File: src/rtl/neuron_param_loader_pkg.sv
// rtl/neuron_param_loader_pkg.sv - shared unit types, loader state and frame-length helper
package neuron_param_loader_pkg;

  localparam int UNIT_W = 16;

  typedef logic signed [UNIT_W-1:0] unit_signed_t;

  typedef enum logic [1:0] {
    LOAD,
    FULL,
    DRAIN
  } loader_state_t;

  // Weights, then lower bound, then upper bound.
  function automatic int param_frame_len(input int n);
    return n + 2;
  endfunction

  function automatic logic unit_signed_ge(input unit_signed_t a, input unit_signed_t b);
    return a >= b;
  endfunction

endpackage

File: src/rtl/neuron_param_loader_if.sv
// rtl/neuron_param_loader_if.sv - parameter word stream between sender and loader
interface neuron_param_loader_if;
  import neuron_param_loader_pkg::*;

  logic         s_valid;
  logic         s_ready;
  logic         s_last;
  unit_signed_t s_data;

  modport master (output s_valid, output s_data, output s_last, input s_ready);
  modport slave  (input s_valid, input s_data, input s_last, output s_ready);

endinterface

File: src/rtl/neuron_param_loader_param_bank.sv
// rtl/neuron_param_loader_param_bank.sv - register bank with indexed write, bulk load and parallel read
module neuron_param_loader_param_bank
  import neuron_param_loader_pkg::*;
#(
  parameter int DEPTH = 18,
  parameter int IDX_W = $clog2(DEPTH)
) (
  input  logic                     clk,
  input  logic                     rst,
  input  logic                     wr_en,
  input  logic [IDX_W-1:0]         wr_idx,
  input  unit_signed_t             wr_data,
  input  logic                     load_en,
  input  unit_signed_t [DEPTH-1:0] load_data,
  output unit_signed_t [DEPTH-1:0] rd_data
);

  // Bulk load wins over a single-word write so a copy is always whole.
  always_ff @(posedge clk) begin
    if (rst) begin
      rd_data <= '0;
    end else if (load_en) begin
      rd_data <= load_data;
    end else if (wr_en) begin
      rd_data[wr_idx] <= wr_data;
    end
  end

endmodule

File: src/rtl/neuron_param_loader.sv
// rtl/neuron_param_loader.sv - double-buffered loader for one neuron's weights and activation bounds
module neuron_param_loader
  import neuron_param_loader_pkg::*;
#(
  parameter int N = 16
) (
  input  logic                   clk,
  input  logic                   rst,
  neuron_param_loader_if.slave   stream,
  input  logic                   commit,
  output unit_signed_t [N-1:0]   weights,
  output unit_signed_t           activation_lower_bound,
  output unit_signed_t           activation_upper_bound,
  output logic                   params_valid,
  output logic                   shadow_full,
  output logic                   frame_error
);

  localparam int FRAME_LEN = param_frame_len(N);
  localparam int IDX_W     = $clog2(FRAME_LEN);
  localparam logic [IDX_W-1:0] LAST_IDX = IDX_W'(FRAME_LEN - 1);

  loader_state_t state_q, state_d;
  logic [IDX_W-1:0] idx_q, idx_d;
  logic frame_error_d;
  logic params_valid_d;
  logic commit_copy;
  logic accept;
  unit_signed_t [FRAME_LEN-1:0] shadow_q;
  unit_signed_t [FRAME_LEN-1:0] active_q;

  assign stream.s_ready = !rst && (state_q != FULL);
  assign accept         = stream.s_valid && stream.s_ready;

  always_comb begin
    state_d        = state_q;
    idx_d          = idx_q;
    frame_error_d  = 1'b0;
    params_valid_d = params_valid;
    commit_copy    = 1'b0;
    case (state_q)
      LOAD: begin
        if (accept) begin
          if (idx_q == LAST_IDX) begin
            idx_d = '0;
            if (!stream.s_last) begin
              frame_error_d = 1'b1;
              state_d       = DRAIN;
            end else if (unit_signed_ge(stream.s_data, shadow_q[N])) begin
              state_d = FULL;
            end else begin
              frame_error_d = 1'b1;
            end
          end else if (stream.s_last) begin
            frame_error_d = 1'b1;
            idx_d         = '0;
          end else begin
            idx_d = idx_q + IDX_W'(1);
          end
        end
      end
      FULL: begin
        if (commit) begin
          commit_copy    = 1'b1;
          params_valid_d = 1'b1;
          state_d        = LOAD;
          idx_d          = '0;
        end
      end
      DRAIN: begin
        if (accept && stream.s_last) begin
          state_d = LOAD;
          idx_d   = '0;
        end
      end
      default: state_d = LOAD;
    endcase
  end

  always_ff @(posedge clk) begin
    if (rst) begin
      state_q      <= LOAD;
      idx_q        <= '0;
      frame_error  <= 1'b0;
      params_valid <= 1'b0;
    end else begin
      state_q      <= state_d;
      idx_q        <= idx_d;
      frame_error  <= frame_error_d;
      params_valid <= params_valid_d;
    end
  end

  assign shadow_full = (state_q == FULL);

  neuron_param_loader_param_bank #(.DEPTH(FRAME_LEN), .IDX_W(IDX_W)) u_shadow (
    .clk       (clk),
    .rst       (rst),
    .wr_en     (accept && (state_q == LOAD)),
    .wr_idx    (idx_q),
    .wr_data   (stream.s_data),
    .load_en   (1'b0),
    .load_data ('0),
    .rd_data   (shadow_q)
  );

  neuron_param_loader_param_bank #(.DEPTH(FRAME_LEN), .IDX_W(IDX_W)) u_active (
    .clk       (clk),
    .rst       (rst),
    .wr_en     (1'b0),
    .wr_idx    ('0),
    .wr_data   ('0),
    .load_en   (commit_copy),
    .load_data (shadow_q),
    .rd_data   (active_q)
  );

  assign weights                = active_q[N-1:0];
  assign activation_lower_bound = active_q[N];
  assign activation_upper_bound = active_q[N+1];

endmodule

File: src/flat_wrapper.sv
// flat-port wrapper written by rule: the top's interface ports become plain ports
module neuron_param_loader_flat import neuron_param_loader_pkg::*;
#(
  parameter int N = 16
)
  (clk, rst, commit, weights, activation_lower_bound, activation_upper_bound, params_valid, shadow_full, frame_error, stream_s_valid, stream_s_data, stream_s_last, stream_s_ready);
  neuron_param_loader_if stream_i ();
  input  logic clk;
  input  logic rst;
  input  logic commit;
  output unit_signed_t [N-1:0] weights;
  output unit_signed_t activation_lower_bound;
  output unit_signed_t activation_upper_bound;
  output logic params_valid;
  output logic shadow_full;
  output logic frame_error;
  input wire logic [$bits(stream_i.s_valid)-1:0] stream_s_valid;
  input wire logic [$bits(stream_i.s_data)-1:0] stream_s_data;
  input wire logic [$bits(stream_i.s_last)-1:0] stream_s_last;
  output wire logic [$bits(stream_i.s_ready)-1:0] stream_s_ready;
  assign stream_i.s_valid = stream_s_valid;
  assign stream_i.s_data = stream_s_data;
  assign stream_i.s_last = stream_s_last;
  assign stream_s_ready = stream_i.s_ready;
  neuron_param_loader #(.N(N)) u_core (.clk(clk), .rst(rst), .stream(stream_i), .commit(commit), .weights(weights), .activation_lower_bound(activation_lower_bound), .activation_upper_bound(activation_upper_bound), .params_valid(params_valid), .shadow_full(shadow_full), .frame_error(frame_error));
endmodule
File: config.mk
export PLATFORM = sky130hd
export DESIGN_NAME = neuron_param_loader_flat
export DESIGN_NICKNAME = d
export VERILOG_FILES = /design/src/rtl/neuron_param_loader_pkg.sv /design/src/rtl/neuron_param_loader_if.sv /design/src/rtl/neuron_param_loader_param_bank.sv /design/src/rtl/neuron_param_loader.sv /design/src/flat_wrapper.sv
export SDC_FILE = /design/constraint.sdc
export NUM_CORES = 1
export LEC_CHECK = 0
export BUFFER_PORTS_ARGS = -buffer_cell sky130_fd_sc_hd__buf_2
export CORE_UTILIZATION = 45
export DETAILED_ROUTE_END_ITERATION = 8
export GPL_TIMING_DRIVEN = 0
export PLACE_DENSITY = 0.66
export SLEW_MARGIN = 0
export SYNTH_ARGS = -nofsm -noshare
export SYNTH_HDL_FRONTEND = slang
export SYNTH_SLANG_ARGS = --single-unit
File: constraint.sdc
create_clock -name clk -period 3.2 [get_ports clk]
set_clock_uncertainty 0.2 [all_clocks]
set_input_delay 0.32 -clock clk [delete_from_list [all_inputs] [get_ports clk]]
set_output_delay 0.32 -clock clk [all_outputs]
set_load 0.05 [all_outputs]
==> out/qor.yml <==
overflow: 0
final_cell_mix: "nand2_1, dfxtp_1, a21oi_1, buf_2, clkbuf_1"
async_reset_ff_share_pct: 0
totalWireLength_um: 65860
min_period_ps: 3056
post-place-ws_ps: -366.9
antenna_cells: 0
fill_cells: 4339
pin_count: 313
crit_buf_inv: 5
gp_congestion: 0.8677
clock_latency_ps: 630
routedWlPerCell_um: 17.78
clockBufferDepth: 3
dp_hpwl_um: 46370
syn_avg_cell_area_um2: 7.772
setup_slack_ps: 143.8
cpMostUsedCell: "clkbuf_1"
grt_max_degree: 16
min_period_over_period_pct: 95.51
pwr-share-clk_pct: 45.5
syn_area_um2: 20860
required_ps: 2680
synth-seq-cells: 585
status: "finished, final reports clean"
power.internal_mw: 11.56
drc: 0
power_frac_comb_pct: 5.5
io_buffers: 310
drt-pass1-iter-count: 6
pwr-share-seq_pct: 49.0
cts_setup_buffers: 0
syn-num-nets: 2729
clk_pin_slew_ps: 70
setup_viol: 0
fmax_mhz: 327.2
core_um2: 45580
worst_setup_path_start_kind: "input port"
critPathMaxFanout: 10
path_delay_family: "buffers and inverters"
layout.nets: 3103
cts_tree: "built"
synth_cell_types: 41
crit_chain: "dlygate4sd3_1 > buf_6 > clkbuf_1 > clkbuf_1 > nor2_1 > buf_2"
finalPower_mw: 15.14
final_common_cell: "nand2_1"
layout-drive-gt1-share_pct: 14.76
grt_usage_pct: 27.21
grt_pass1_vias: 17860
power.leakage_nw: 9.359
slew_viol_final: 0
rsz0062_at_grt: "false"
h-tree-depth: 2
swShare_pct: 23.65
grt_pass1_wl_um: 98680
maxCapViolCount: 0
crit_path_max_incr_delay_ps: 580
hp-class: "in -> reg"
p_switching_mw: 3.582
vias_per_cell: 5.166
area_growth_syn_to_layout_pct: 20.42
hold_viol: 0
ant_nets: 0
crit_type: "in -> out"
arrival_ps: 2540
synthFlopType: "dfxtp_1"
vdd_ir_drop_max_v: 0.0003809
dieWidth_um: 217.3
crit_path_end_kind: "output pin"
synth_edf_count: 0
start_util_pct: 45.77
max_slew.worst_pin.slew_ps: 1191
cts.sinks: 585
num_rows: 78
antenna_found_initial: 0
cts_root_buf: "clkbuf_16"
yosysWarnings: 0
postSynthCellCount: 2684
first_iter_violations: 1491
numCtsBuffers: 60
seq_area_frac_synth_pct: 56.14
dieArea_um2: 47220
max_slew_margin_pct: 20.62
power.density_nw_per_um2: 602.9
chipHeight_um: 217.3
cp_slowest_cell: "dlygate4sd3_1"
vias: 19140
## power groups by stage
stage	Sequential [mW]	Combinational (mW)	Clock, mW
2_1_floorplan	7.60	0.486	0
3_3_place_gp	7.57	0.809	0
3_5_place_dp	7.57	0.825	0
4_1_cts	7.41	0.832	6.97
5_1_grt	7.42	0.906	7.30
6_report	7.42	0.840	6.89
## sequential cells by signal, summed over array words and instances, names as in the netlist
signal / cells
u_core.frame_error: 1
u_core.idx_q: 5
u_core.params_valid: 1
u_core.state_q: 2
u_core.u_active.rd_data: 288
u_core.u_shadow.rd_data: 288
## stage by stage
| step | setup TNS [ps] | instances | utilization, % | hold slack [ps] | cell area, um^2 |
|---|---|---|---|---|---|
| 2_1_floorplan | 0 | 2684 | - | 220.2 | 20860 |
| 5_1_grt | 0 | 3704 | 55.12 | 93.01 | 25120 |
| 6_report | 0 | 3704 | 55.12 | 67.38 | 25120 |
| 3_5_place_dp | -961.8 | 3594 | 50.82 | 243.1 | 23160 |
| 4_1_cts | 0 | 3704 | 55.11 | 56.05 | 25120 |
| 3_3_place_gp | -918.0 | 3594 | 50.82 | 236.7 | 23160 |
## per-layer routing
| layer | share of wire (%) | global-route usage (%) |
|---|---|---|
| met5 | 0 | 0 |
| met4 | 3.6 | 11.83 |
| met3 | 7.2 | 5.311 |
| met2 | 47 | 44.64 |
| met1 | 42 | 34.73 |
## Yosys cell counts, types with 2 or more instances
master	count	area, um^2
buf_2	33	165.2
a21oi_1	583	2918
ha_1	24	300.3
nor3b_2	2	25.02
nor2b_1	2	12.51
buf_1	11	41.29
nor2_1	10	37.54
nand3_1	10	50.05
buf_4	2	15.01
nand4_1	5	31.28
a21o_1	4	30.03
xor2_1	3	26.28
inv_1	21	78.83
and2_1	13	81.33
nand2_1	1168	4384
and3_1	10	62.56
dfxtp_1	585	11710
a211oi_2	2	25.02
clkbuf_2	13	65.06
clkbuf_1	160	600.6
buf_6	2	22.52
nor3_1	2	10.01
## kinds of logic after synthesis
| group | share of synthesized area, % |
|---|---|
| and+or+nand+nor | 22.84 |
| buffers and inverters | 4.738 |
| muxes | 0.05398 |
| AOI/OAI and AO/OA | 14.62 |
| xor gates and xnor gates | 0.1680 |
| DFF | 56.14 |
| adders and majority gates | 1.440 |
## cell type report
class                           count  area, um^2  share of cell area, %
Buffer                            221       910.9                  3.626
Clock buffer                       88        1717                  6.834
Clock inverter                     20       220.2                 0.8766
Inverter                           21       78.83                 0.3138
Multi-Input combinational cell   1857        8160                  32.49
Sequential cell                   585       11710                  46.62
Tap cell                          600       750.7                  2.988
Timing Repair Buffer              312        1572                  6.256
## worst reg2reg max path, delay by kind of cell (launching register included)
kind / cells / cell delay, ps
buf+inv: 3 / 1330
simple gates: 2 / 610
flops: 1 / 350
fa+ha+maj: 1 / 310
compound gates: 1 / 170
## repair_timing
action,CTS,global route
hold buffers,2,0
gates resized for setup,0,3
endpoints found under the setup margin,0,79
endpoints found under the hold margin,3,0
## final timing paths
path	start	end	slack, ps	cells past startpoint
min	stream_s_data[0]	u_core.u_shadow.rd_data[176]$_SDFFE_PP0P_	70	3
max reg2reg	u_core.state_q[1]$_SDFFE_PP0P_	u_core.u_active.rd_data[39]$_SDFFE_PP0P_	170	7
max	rst	stream_s_ready	140	6
min reg2reg	u_core.u_shadow.rd_data[175]$_SDFFE_PP0P_	u_core.u_active.rd_data[175]$_SDFFE_PP0P_	240	2
Power figures use the tool's default switching activity.
